<file path="src/rtl/i2c_target_responder.sv">
// I2C target: START/STOP decode, 7-bit address match, write bytes out on rx_*, read bytes in from tx_*.
// Latency: pins to scl_s/sda_s 2 cycles (4 with I2C_TARGET_GLITCH_FILTER_EN); sda_o moves 1 cycle after the conditioned SCL fall.
// Backpressure: none on rx (every write byte is ACKed); an empty tx stream substitutes UNDERRUN_BYTE.
module i2c_target_responder #(
    parameter logic [6:0] SLAVE_ADDR    = 7'h12,
    parameter logic [7:0] UNDERRUN_BYTE = 8'hFF
) (
    input  logic       clk_i,
    input  logic       rst_i,
    input  logic       scl_i,
    input  logic       sda_i,
    output logic       sda_o,
    output logic [7:0] rx_data_o,
    output logic       rx_valid_o,
    input  logic [7:0] tx_data_i,
    input  logic       tx_valid_i,
    output logic       tx_ready_o,
    output logic       start_o,
    output logic       stop_o,
    output logic       busy_o,
    output logic       underrun_o
);
    localparam logic [2:0] ST_IDLE      = 3'd0;
    localparam logic [2:0] ST_ADDR      = 3'd1;
    localparam logic [2:0] ST_ADDR_ACK  = 3'd2;
    localparam logic [2:0] ST_WR_DATA   = 3'd3;
    localparam logic [2:0] ST_WR_ACK    = 3'd4;
    localparam logic [2:0] ST_RD_DATA   = 3'd5;
    localparam logic [2:0] ST_RD_ACK    = 3'd6;
    localparam logic [2:0] ST_WAIT_STOP = 3'd7;

    logic scl_m, scl_q, sda_m, sda_q;
    logic scl_s, sda_s, scl_d, sda_d;

    // Synchronizers reset to the idle-bus level so reset release never looks like a bus event.
    always_ff @(posedge clk_i or posedge rst_i) begin
        if (rst_i) begin
            scl_m <= 1'b1;
            scl_q <= 1'b1;
            sda_m <= 1'b1;
            sda_q <= 1'b1;
            scl_d <= 1'b1;
            sda_d <= 1'b1;
        end else begin
            scl_m <= scl_i;
            scl_q <= scl_m;
            sda_m <= sda_i;
            sda_q <= sda_m;
            scl_d <= scl_s;
            sda_d <= sda_s;
        end
    end

`ifdef I2C_TARGET_GLITCH_FILTER_EN
    logic [1:0] scl_h, sda_h;

    always_ff @(posedge clk_i or posedge rst_i) begin
        if (rst_i) begin
            scl_h <= 2'b11;
            sda_h <= 2'b11;
        end else begin
            scl_h <= {scl_h[0], scl_q};
            sda_h <= {sda_h[0], sda_q};
        end
    end

    // Follow the input only once three consecutive samples agree; otherwise hold the last level.
    assign scl_s = (scl_q == scl_h[0] && scl_h[0] == scl_h[1]) ? scl_q : scl_d;
    assign sda_s = (sda_q == sda_h[0] && sda_h[0] == sda_h[1]) ? sda_q : sda_d;
`else
    assign scl_s = scl_q;
    assign sda_s = sda_q;
`endif

    logic       scl_rise, scl_fall, start_det, stop_det;
    logic [2:0] state;
    logic [3:0] bit_cnt;
    logic [7:0] shift_reg;
    logic [7:0] load_byte;

    assign scl_rise  = scl_s & ~scl_d;
    assign scl_fall  = ~scl_s & scl_d;
    assign start_det = scl_s & sda_d & ~sda_s;
    assign stop_det  = scl_s & ~sda_d & sda_s;
    assign load_byte = tx_valid_i ? tx_data_i : UNDERRUN_BYTE;

    always_ff @(posedge clk_i or posedge rst_i) begin
        if (rst_i) begin
            state      <= ST_IDLE;
            bit_cnt    <= 4'd0;
            shift_reg  <= 8'd0;
            sda_o      <= 1'b1;
            rx_data_o  <= 8'd0;
            rx_valid_o <= 1'b0;
            tx_ready_o <= 1'b0;
            start_o    <= 1'b0;
            stop_o     <= 1'b0;
            busy_o     <= 1'b0;
            underrun_o <= 1'b0;
        end else begin
            rx_valid_o <= 1'b0;
            tx_ready_o <= 1'b0;
            start_o    <= 1'b0;
            stop_o     <= 1'b0;
            underrun_o <= 1'b0;
            // Bus events override whatever byte is in flight; a partial byte is simply dropped.
            if (start_det) begin
                start_o <= 1'b1;
                bit_cnt <= 4'd0;
                sda_o   <= 1'b1;
                busy_o  <= 1'b0;
                state   <= ST_ADDR;
            end else if (stop_det) begin
                stop_o <= 1'b1;
                sda_o  <= 1'b1;
                busy_o <= 1'b0;
                state  <= ST_IDLE;
            end else begin
                case (state)
                    ST_ADDR: begin
                        if (scl_rise && bit_cnt < 4'd8) begin
                            shift_reg <= {shift_reg[6:0], sda_s};
                            bit_cnt   <= bit_cnt + 4'd1;
                        end else if (scl_fall && bit_cnt == 4'd8) begin
                            if (shift_reg[7:1] == SLAVE_ADDR) begin
                                sda_o  <= 1'b0;
                                busy_o <= 1'b1;
                                state  <= ST_ADDR_ACK;
                            end else begin
                                state <= ST_WAIT_STOP;
                            end
                        end
                    end
                    ST_ADDR_ACK: begin
                        // shift_reg[0] still holds the R/W bit of the address byte.
                        if (scl_fall) begin
                            if (!shift_reg[0]) begin
                                sda_o   <= 1'b1;
                                bit_cnt <= 4'd0;
                                state   <= ST_WR_DATA;
                            end else begin
                                sda_o      <= load_byte[7];
                                shift_reg  <= {load_byte[6:0], 1'b0};
                                bit_cnt    <= 4'd1;
                                tx_ready_o <= tx_valid_i;
                                underrun_o <= ~tx_valid_i;
                                state      <= ST_RD_DATA;
                            end
                        end
                    end
                    ST_WR_DATA: begin
                        if (scl_rise && bit_cnt < 4'd8) begin
                            shift_reg <= {shift_reg[6:0], sda_s};
                            bit_cnt   <= bit_cnt + 4'd1;
                            if (bit_cnt == 4'd7) begin
                                rx_data_o  <= {shift_reg[6:0], sda_s};
                                rx_valid_o <= 1'b1;
                            end
                        end else if (scl_fall && bit_cnt == 4'd8) begin
                            sda_o <= 1'b0;
                            state <= ST_WR_ACK;
                        end
                    end
                    ST_WR_ACK: begin
                        if (scl_fall) begin
                            sda_o   <= 1'b1;
                            bit_cnt <= 4'd0;
                            state   <= ST_WR_DATA;
                        end
                    end
                    ST_RD_DATA: begin
                        // bit_cnt counts bits already placed on the bus.
                        if (scl_fall) begin
                            if (bit_cnt < 4'd8) begin
                                sda_o     <= shift_reg[7];
                                shift_reg <= {shift_reg[6:0], 1'b0};
                                bit_cnt   <= bit_cnt + 4'd1;
                            end else begin
                                sda_o <= 1'b1;
                                state <= ST_RD_ACK;
                            end
                        end
                    end
                    ST_RD_ACK: begin
                        if (scl_rise && sda_s) begin
                            busy_o <= 1'b0;
                            state  <= ST_WAIT_STOP;
                        end else if (scl_fall) begin
                            sda_o      <= load_byte[7];
                            shift_reg  <= {load_byte[6:0], 1'b0};
                            bit_cnt    <= 4'd1;
                            tx_ready_o <= tx_valid_i;
                            underrun_o <= ~tx_valid_i;
                            state      <= ST_RD_DATA;
                        end
                    end
                    default: ;
                endcase
            end
        end
    end
endmodule

</file>
<file path="config.mk">
export PLATFORM = sky130hd
export DESIGN_NAME = i2c_target_responder
export DESIGN_NICKNAME = d
export VERILOG_FILES = /design/src/rtl/i2c_target_responder.sv
export SDC_FILE = /design/constraint.sdc
export NUM_CORES = 1
export LEC_CHECK = 0
export CAP_MARGIN = 10
export CORE_MARGIN = 8
export CORE_UTILIZATION = 58
export CTS_CLUSTER_SIZE = 25
export DETAILED_ROUTE_END_ITERATION = 10
export PLACE_DENSITY = 0.82
export SETUP_SLACK_MARGIN = 0.1
export SYNTH_ARGS = -nofsm -noshare
export SYNTH_HDL_FRONTEND = slang
export SYNTH_SLANG_ARGS = --single-unit
</file>
<file path="constraint.sdc">
create_clock -name clk_i -period 3.3 [get_ports clk_i]
set_input_delay 0.66 -clock clk_i [delete_from_list [all_inputs] [get_ports clk_i]]
set_output_delay 0.66 -clock clk_i [all_outputs]
set_load 0.01 [all_outputs]
</file>
**After elaboration in Yosys (flattened, before gate mapping)**

Index checks and enable logic that the tools add are counted.

- Add/subtract/negate cells: 1
- $lt $le $gt $ge: 1
- Equal/unequal tests: 37
- Muxes and demuxes: 79
- Bitwise gates (word level): 13
- Reduce and logical (&&, ||, !) cells: 15

Operators with widths:

| cell | count |
|---|---|
| 2-to-1 mux 8 bit | 8 |
| != test 4 bit, second input constant | 12 |
| 2-to-1 mux 3 bit | 14 |
| 2-to-1 mux 1 bit | 41 |
| 2-to-1 mux 4 bit | 9 |
| case mux 8 bit (4 select lines) | 1 |
| case mux 4 bit (5 select lines) | 1 |
| AND reduction 10 bit | 2 |
| != test 3 bit, second input constant | 6 |
| case mux 3 bit (6 select lines) | 1 |
| AND reduction 9 bit | 2 |
| != test 2 bit, second input constant | 7 |
| AND reduction 11 bit | 1 |
| AND reduction 5 bit | 2 |
| equality test 3 bit, second input constant | 3 |
| nonzero test 4 bit | 2 |
| nonzero test 8 bit | 1 |
| equality test 7 x 5 -> 1 bit, second input constant | 1 |
| inverter 1 bit | 7 |
| bitwise AND 1 bit | 6 |
| equality test 3 x 2 -> 1 bit, second input constant | 2 |
| case mux 1 bit (2 select lines) | 3 |
| case mux 1 bit (6 select lines) | 1 |
| nonzero test 6 bit | 1 |
| 10 further kinds | 12 |

- Register bits: 36
- Input bits: 13
- Logic and storage cells: 164

**Depth between registers and ports, before layout**

Gate-level depths: netlist of the first run.

- Depth in word-level cells: 8
- Mapped depth: 7

**Worst setup path before layout of the first run**

No wires, ideal clock.

- Path kind: register to register
- Start point: reg sda_q
- End point: reg shift_reg[1]
- Setup time: 125 ps
- Arrival: 1,823 ps
- Slack: 1,352 ps
- Stages on the path, launching flop included: 7
- Clock period less this slack: 1,948 ps
- Cell sequence: dfstp_2 > clkbuf_1 > xor2_1 > and2_1 > buf_2 > a221oi_4 > mux2_2

- Cells in the longest elaborated chain, start to end: 4
- Elaborated cells on any way between the ends: 8

RTL lines:

| what | RTL line | source |
|---|---|---|
| start, declared | 32 | `logic scl_m, scl_q, sda_m, sda_q;` |
| start signal, assigned | 48 | `sda_q <= sda_m;` |
| inverter 1 bit | 83 | `assign start_det = scl_s & sda_d & ~sda_s;` |
| bitwise AND 1 bit | 83 |  |
| inverter 1 bit (no line) | - |  |
| AND reduction 10 bit (no line) (*) | - |  |
| end signal, assigned | 122 | `shift_reg <= {shift_reg[6:0], sda_s};` |
| end signal, assigned | 143 | `shift_reg <= {load_byte[6:0], 1'b0};` |
| end signal, assigned | 153 | `shift_reg <= {shift_reg[6:0], sda_s};` |
| end, declared | 78 | `logic [7:0] shift_reg;` |

Mark *: on every way between the ends. The rest lies on a longest branch, timed or not.
A chain may end at the register's enable or synchronous reset.

**Final worst setup path of the first run**

- Start point: reg state[0]
- End point: reg shift_reg[5]

- Cells in the longest elaborated chain, start to end: 4
- Elaborated cells on any way between the ends: 16

RTL lines:

| what | RTL line | source |
|---|---|---|
| start, declared | 76 | `logic [2:0] state;` |
| start signal, assigned | 89 | `state <= ST_IDLE;` |
| start signal, assigned | 112 | `state <= ST_ADDR;` |
| start signal, assigned | 117 | `state <= ST_IDLE;` |
| equality test 3 x 2 -> 1 bit / equality test 3 x 1 -> 1 bit (equally long branches) | 119 | `case (state)` |
| OR reduction 2 bit (no line) | - |  |
| != test 2 x 1 -> 1 bit (no line) / nonzero test 4 bit (equally long branches) | - |  |
| AND reduction 10 bit (no line) | - |  |

Parallel ways exist; a longest one is shown, timed or not.

==> impl_results.md, run 1 <==
- Worst-path clk slew: 0.10 ns
- Critical Path Sink Type: register
- Detailed placement HPWL: 3218 um
- Reg-to-Reg Start: state[0]$_DFFE_PP0P_
- Largest family of logic cells by synthesized area: compound AO/OA/AOI/OAI gates
- PD cells: 732.3 nW/um^2
- Max clock buf depth: 2
- Syn_nets: 200
- Total global-route track usage: 18.07%
- First-pass GRT wire length: 7590 um
- Syn Area/Cell: 10.54 um^2
- Die height: 73.98 um
- Final core utilization: 70.86%
- Met2 Wirelength: 2056 um
- Vias in the first global route: 1536
- Critical Path Slowest Stage Cell: dfrtp_1
- Worst hold start: scl_m$_DFF_PP1_
- H-tree levels: 2
- RD Place Congestion: 0.9600
- Nets: 226
- Max Cap Viol: 0
- Initial Util: 59.35%
- Cell area after synthesis: 1949 um^2
- Post-DR vias/cell: 5.814
- Antenna diodes: 0
- Setup crit start kind: register
- TritonCTS clock tree: done
- Synth top area share: 37.23%
- Simple-gate area share of the yosys netlist: 17.46%
- Slack of the critical path: 1.133 ns
- Switching Fraction: 37.35%
- Yosys warns: 0
- Post-Synth Adder-Cell Area: 1.284%
- VDD IR max: 0.0004002 V
- Met3 routed WL: 258 um
- Post-synth top flop: dfrtp_1
- Die ar.: 5472 um^2
- Metal-1 WL: 1920 um
- Clk pwr share: 20.1%
- Clock Skews: 0.005288 ns
- Leading cell type in the layout, fill and taps excluded: dfrtp_1
- Final Hold Vio Count: 0
- Number of synthesized flops with an enable pin: 0
- Clock Sinks: 36
- Max FO, Critical Path: 15
- Crit Path Category: reg2reg
- DRT iter0 DRCs: 97
- Largest cells by area after synthesis: dfrtp_1, dfstp_2, mux2_2
- Core Area: 3284 um^2
- Number of buffers added for setup after CTS: 0
- Clock Latency Late Sink: 0.34 ns
- Resized Gates After CTS: 0
- Final period utilization: 65.67%
- Total grt overflow: 0
- Cell variety after synth: 51
- Post-route setup TNS: 0 ns
- Multiplexer share of the synthesized area: 11.36%
- DP Worst Slack: 1.189 ns
- Die Width: 73.98 um
- Final Setup Violations: 0
- Wire per inst: 16.96 um
- Final critical-path required period: 2.167 ns
- Initial antenna violation count: 0
- Net Sw Power: 0.6365 mW
- Post-Syn Instances: 185
- Post-cts hold buffer count: 0
- Comb power frac: 38.8%
- Peak Freq: 461.5 MHz
- Root Buffer: clkbuf_4
- RSZ-0062 raised after global routing: false
- Hold Path Class: reg2reg
- Area grow syn2layout: 19.38%
- I/O Buffers: 27
- Largest net degree at the start of global routing: 36
- Critical-path cell list: and2b_2 > nand3_1 > a221oi_4 > mux2_2
- Pint: 1.068 mW
- Max Used Layer: met4
- Final routed DRC violation total: 0
- Critical Path RT: 3.53 ns
- Most frequent cells in the layout: dfrtp_1, clkdlybuf4s50_1, o21ai_0, mux2_2, nand2_1
- Largest area contributor in the netlist: dfrtp_1
- Post-synthesis register bit count: 36
- Share of layout cells above drive strength 1: 18.87%
- Worst slew margin relative to its limit: 64.97%
- Reg power frac: 41.1%
- Rows: 21
- Slew Limit Fails: 0
- Lkg Pwr: 1.015 nW
- DRT Wirelength: 4376 um
- Status: completed
- Data arrival, critical path: 2.40 ns
- Worst slew pin tran: 0.5254 ns
- Synth Area in Compound Gates: 17.52%
- Worst path top cell family by delay: simple AND/OR/NAND/NOR gates
- Worst path max stage delay: 0.55 ns
- Synth Area in XOR/XNOR: 0.8986%
- Async SR Flop Fraction: 100.0%
- CP Buf/Inv Count: 0
- Fill cells: 252
- I/O pins: 28
- CTS Buf Count: 5
- Vias: 1500
- Post-synthesis sequential area ratio: 46.66%
- Worst setup path start: state[0]$_DFFE_PP0P_
- DR pass1 iterations: 4
- Antenna Nets Post-Route: 0
[per-stage QoR]
stage / cells / power, mW / hold WS (ns) / instance area (um^2)
3_5_place_dp: 250 / 1.354 / 0.3473 / 2232
5_1_grt: 258 / 1.842 / 0.3635 / 2327
2_1_floorplan: 185 / 1.196 / 0.3452 / 1949
4_1_cts: 258 / 1.709 / 0.3618 / 2327
6_report: 258 / 1.704 / 0.3596 / 2327
3_3_place_gp: 250 / 1.340 / 0.3458 / 2232
[worst reg2reg max path: stages, from the launching register on]
cell and delay [ns]:
dfrtp_1 0.55, and2b_2 0.38, nand3_1 0.21, a221oi_4 0.53, mux2_2 0.39
[power groups by stage]
stage / Combinational (mW) / Clock [mW] / Sequential (mW)
final: 0.661 / 0.343 / 0.700
after global routing: 0.752 / 0.369 / 0.721
after CTS: 0.662 / 0.353 / 0.693
after detailed placement: 0.654 / 0 / 0.701
after global placement: 0.648 / 0 / 0.692
after floorplan: 0.577 / 0 / 0.618
[area by class of cell]
cell class / instances / area, um^2 / share of cell area, %
clock buffers: 7 / 65.06 / 2.796
flip-flops and latches: 36 / 909.6 / 39.09
repair buffers: 29 / 285.3 / 12.26
well taps: 46 / 57.56 / 2.473
inverters: 9 / 33.78 / 1.452
multi-input cells: 130 / 945.9 / 40.65
clock inverters: 1 / 30.03 / 1.290
[final timing paths]
path	end	slack (ns)	cells past startpoint
setup / recovery	shift_reg[5]$_DFFE_PP0P_	1.13	4
hold / removal	scl_q$_DFF_PP1_	0.36	0
setup reg to reg	shift_reg[5]$_DFFE_PP0P_	1.13	4
hold reg to reg	scl_q$_DFF_PP1_	0.36	0
max in group asynchronous	sda_o$_DFFE_PP1P_	2.23	3
min in group asynchronous	scl_m$_DFF_PP1_	0.62	2
[cells in the mapped netlist, types with 2 or more instances]
master     n
o21a_1     2
o22ai_1    2
a31oi_1    2
dfstp_2    7
a22o_1     2
nor3_1     4
mux2_1     2
buf_6      2
and2_1     3
nor3b_1    2
a221oi_1   2
ha_1       2
nand2_1   14
clkbuf_1   3
nand2b_1   3
nor2b_1   11
mux2_2    15
inv_1      9
dfrtp_1   29
a21oi_1    6
mux2i_1    3
nand4_1    2
nor4_1     2
nor2_1     9
o21ai_0   15
buf_2      3
nand3_1    4
o22a_1     2
[kinds of logic (layout without fill, tap and decap cells)]
group,count (synthesis),in the layout
adder cells (fa/ha/maj),2,2
flip-flops,36,36
buffers and inverters,19,46
XOR/XNOR,2,2
AO/OA/AOI/OAI,45,45
multiplexers,20,20
AND/OR/NAND/NOR,61,61
[metal layers]
metal	global-route usage [%]	up-vias
met4	8.647	0
met3	4.987	14
met2	27.15	62
li1	-	720
met5	0	-
met1	23.39	704
Power figures use the tool's default switching activity.
==> run 2: changes to the inputs <==
--- a/config.mk
+++ b/config.mk
@@ -7,10 +7,10 @@
 export LEC_CHECK = 0
 export CAP_MARGIN = 10
 export CORE_MARGIN = 8
-export CORE_UTILIZATION = 58
+export CORE_UTILIZATION = 49
 export CTS_CLUSTER_SIZE = 25
 export DETAILED_ROUTE_END_ITERATION = 10
-export PLACE_DENSITY = 0.82
+export PLACE_DENSITY = 0.74
 export SETUP_SLACK_MARGIN = 0.1
 export SYNTH_ARGS = -nofsm -noshare
 export SYNTH_HDL_FRONTEND = slang
==> constraint.sdc (replaced) <==
create_clock -name clk_i -period 1.8 [get_ports clk_i]
set_input_delay 0.36 -clock clk_i [delete_from_list [all_inputs] [get_ports clk_i]]
set_output_delay 0.36 -clock clk_i [all_outputs]
set_load 0.01 [all_outputs]
==> run 2 against run 1 <==
Against the previous run:
- the flow now finishes with violations (setup timing)
- sequential share of layout area shrank 7.4 points
- register-to-register slack lost 1.2 ns
- worst hold slack worse by 0.0056 ns
- combinational power increased to 3.2 times the previous value
- critical path depth increased by 2
- global-route usage up 0.52 points
- total power grew 140%
- fmax grew 19%
- non-clock buffer count up 46
- clock skew rose by 0.0051 ns
- highest routed layer unchanged
==> impl_results.md, run 2 (synthesis gave the netlist of run 1 again) <==
- Nets: 272 (+20%)
- Hold Path Sink: scl_q$_DFF_PP1_
- DR pass1 iterations: 4 (unchanged)
- Wire per inst: 18.31 um (+8.0%)
- Critical Path Slowest Stage Cell: dfstp_2
- Final core utilization: 73.27% (+2.4 points)
- Worst slew pin tran: 0.4434 ns (-0.08205 ns)
- Die Width: 79.08 um (+6.9%)
- PD cells: 1417 nW/um^2 (+94%)
- Total grt overflow: 0 (unchanged)
- R2r endpoint: shift_reg[1]$_DFFE_PP0P_
- Post-route insts no fill: 308 (+19%)
- Core Area: 3914 um^2 (+19%)
- Slew Limit Fails: 0 (unchanged)
- Initial antenna violation count: 0 (unchanged)
- DP Worst Slack: -0.09730 ns (-1.286 ns)
- Final Hold Vio Count: 0 (unchanged)
- Clock Sinks: 36 (unchanged)
- Worst hold start: scl_m$_DFF_PP1_
- Critical Path RT: 1.96 ns (-1.57 ns)
- I/O Buffers: 27 (unchanged)
- Rows: 23 (+9.5%)
- Worst path max stage delay: 0.53 ns (-0.02 ns)
- Die height: 79.08 um (+6.9%)
- Vias in the first global route: 1702 (+11%)
- Placed insts: 294 (+18%)
- Max clock buf depth: 2 (unchanged)
- DRT Wirelength: 5640 um (+29%)
- Max Cap Viol: 0 (unchanged)
- Final critical-path required period: 1.818 ns (-0.3486 ns)
- Antenna Nets Post-Route: 0 (unchanged)
- Slack of the critical path: -0.01848 ns (-1.151 ns)
- Hold Path Class: reg2reg
- Clock Latency Late Sink: 0.29 ns (-0.05 ns)
- Most frequent cells in the layout: buf_4, dfrtp_1, clkdlybuf4s50_1
- Die ar.: 6253 um^2 (+14%)
- Critical Path Sink Type: register
- Reg-to-Reg Start: scl_q$_DFF_PP1_
- Root Buffer: clkbuf_8
- Vias: 1727 (+15%)
- Share of layout cells above drive strength 1: 39.92% (+21 points)
- Peak Freq: 549.9 MHz (+19%)
- Clock Skews: 0.01039 ns (+0.005103 ns)
- First-pass GRT wire length: 8990 um (+18%)
- Sequential cell area: 909.6 um^2 (unchanged)
- Crit Path Category: reg2reg
- Lkg Pwr: 1.294 nW (+28%)
- VDD IR max: 0.0007606 V (+90%)
- I/O pins: 28 (unchanged)
- RSZ-0062 raised after global routing: true
- Worst slew margin relative to its limit: 70.44% (+5.5 points)
- Cells on Worst Hold Path: 0 (unchanged)
- H-tree levels: 2 (unchanged)
- CP Buf/Inv Count: 1 (+1)
- Final period utilization: 101.0% (+35 points)
- TritonCTS clock tree: done
- Status: finished, violations left
- RD Place Congestion: 0.9924 (+3.4%)
- Area grow syn2layout: 47.11%
- Detailed placement HPWL: 4045 um (+26%)
- Total global-route track usage: 18.59% (+0.52 points)
- Final Setup Violations: 10 (+10)
- Fill cells: 271 (+7.5%)
- Worst path top cell family by delay: flip-flops
- Post-cts hold buffer count: 0 (unchanged)
- R2r setup slk: -0.02 ns (-1.15 ns)
- Violated checks: setup timing
- Data arrival, critical path: 1.98 ns (-0.42 ns)
- Final routed DRC violation total: 0 (unchanged)
- Initial Util: 49.81% (-9.5 points)
- DRT iter0 DRCs: 128 (+32%)
- Post-DR vias/cell: 5.607 (-3.6%)
- Leading cell type in the layout, fill and taps excluded: buf_4
- Critical-path cell list: and2b_2 > o2bb2ai_4 > nand2_2 > a221oi_4 > buf_6 > mux2_4
- Multi-input logic area: 1079 um^2 (+14%)
- R2R cell count: 6 (+2)
- Worst-path clk slew: 0.07 ns (-0.03 ns)
- Setup crit start kind: register
- Worst setup path start: scl_q$_DFF_PP1_
- Max FO, Critical Path: 3 (-12)
- CTS Buf Count: 5 (unchanged)
- Total stage count of the critical path: 6 (+2)
- Antenna diodes: 0 (unchanged)
- Largest net degree at the start of global routing: 37 (+2.8%)
-- run 2: cell count changes in the layout (fill, tap and decap cells not counted), sizes merged --
| cell | delta |
|---|---|
| buf | +46 |
| clkdlybuf4s50 | -1 |
| dlygate4sd2 | +1 |
-- run 2: through the flow --
stage          power (mW)  instance area [um^2]   TNS, ns  hold slack (ns)
2_1_floorplan       2.198                  1971   -0.6197           0.3452
3_3_place_gp        2.872                  2555   -0.3915           0.3486
3_5_place_dp        2.933                  2555    -1.082           0.3506
4_1_cts             3.885                  2776         0           0.3545
5_1_grt             4.307                  2868   -0.8778           0.3559
6_report            4.064                  2868  -0.09727           0.3540
-- run 2: area by class of cell --
class                   instances  share of cell area [%]
multi-input cells             130                   37.61
flip-flops and latches         36                   31.72
repair buffers                 75                   22.91
clock buffers                   7                   3.360
well taps                      50                   2.182
inverters                       9                   1.178
clock inverters                 1                   1.047
-- run 2: worst reg2reg max path, stage by stage, from the launching register on --
cell and delay (ns):
dfstp_2 0.53, and2b_2 0.18, o2bb2ai_4 0.12, nand2_2 0.09, a221oi_4 0.32, buf_6 0.16
mux2_4 0.30
-- run 2: how the worst max path moves through the flow --
stage / endpoint / slack (ns)
3_3_place_gp: shift_reg[5]$_DFFE_PP0P_ / -0.06
4_1_cts: shift_reg[1]$_DFFE_PP0P_ / 0.002
6_report: shift_reg[1]$_DFFE_PP0P_ / -0.02
5_1_grt: bit_cnt[1]$_DFFE_PP0P_ / -0.07
2_1_floorplan: shift_reg[1]$_DFFE_PP0P_ / -0.09
3_5_place_dp: shift_reg[6]$_DFFE_PP0P_ / -0.1
-- run 2: per-layer routing --
layer	vias up	GRT usage (%)	share of wire (%)
li1	808	-	-
met1	853	23.68	42
met5	-	0	0
met4	0	7.037	1.4
met3	9	3.950	5.9
met2	57	30.16	51
-- run 2: timing repair --
action,in CTS,in global routing
resized for setup,20,15
endpoints found under the setup margin,24,25
buffers inserted,4,2
pin swaps,6,6
-- run 2: where the power goes --
group          leakage (nW)  internal (mW)  switching (mW)  total, mW
sequential            0.454          0.999           0.182       1.18
combinational         0.776           1.10            1.01       2.11
clock                0.0645          0.489           0.285      0.774
total                  1.29           2.59            1.47       4.06
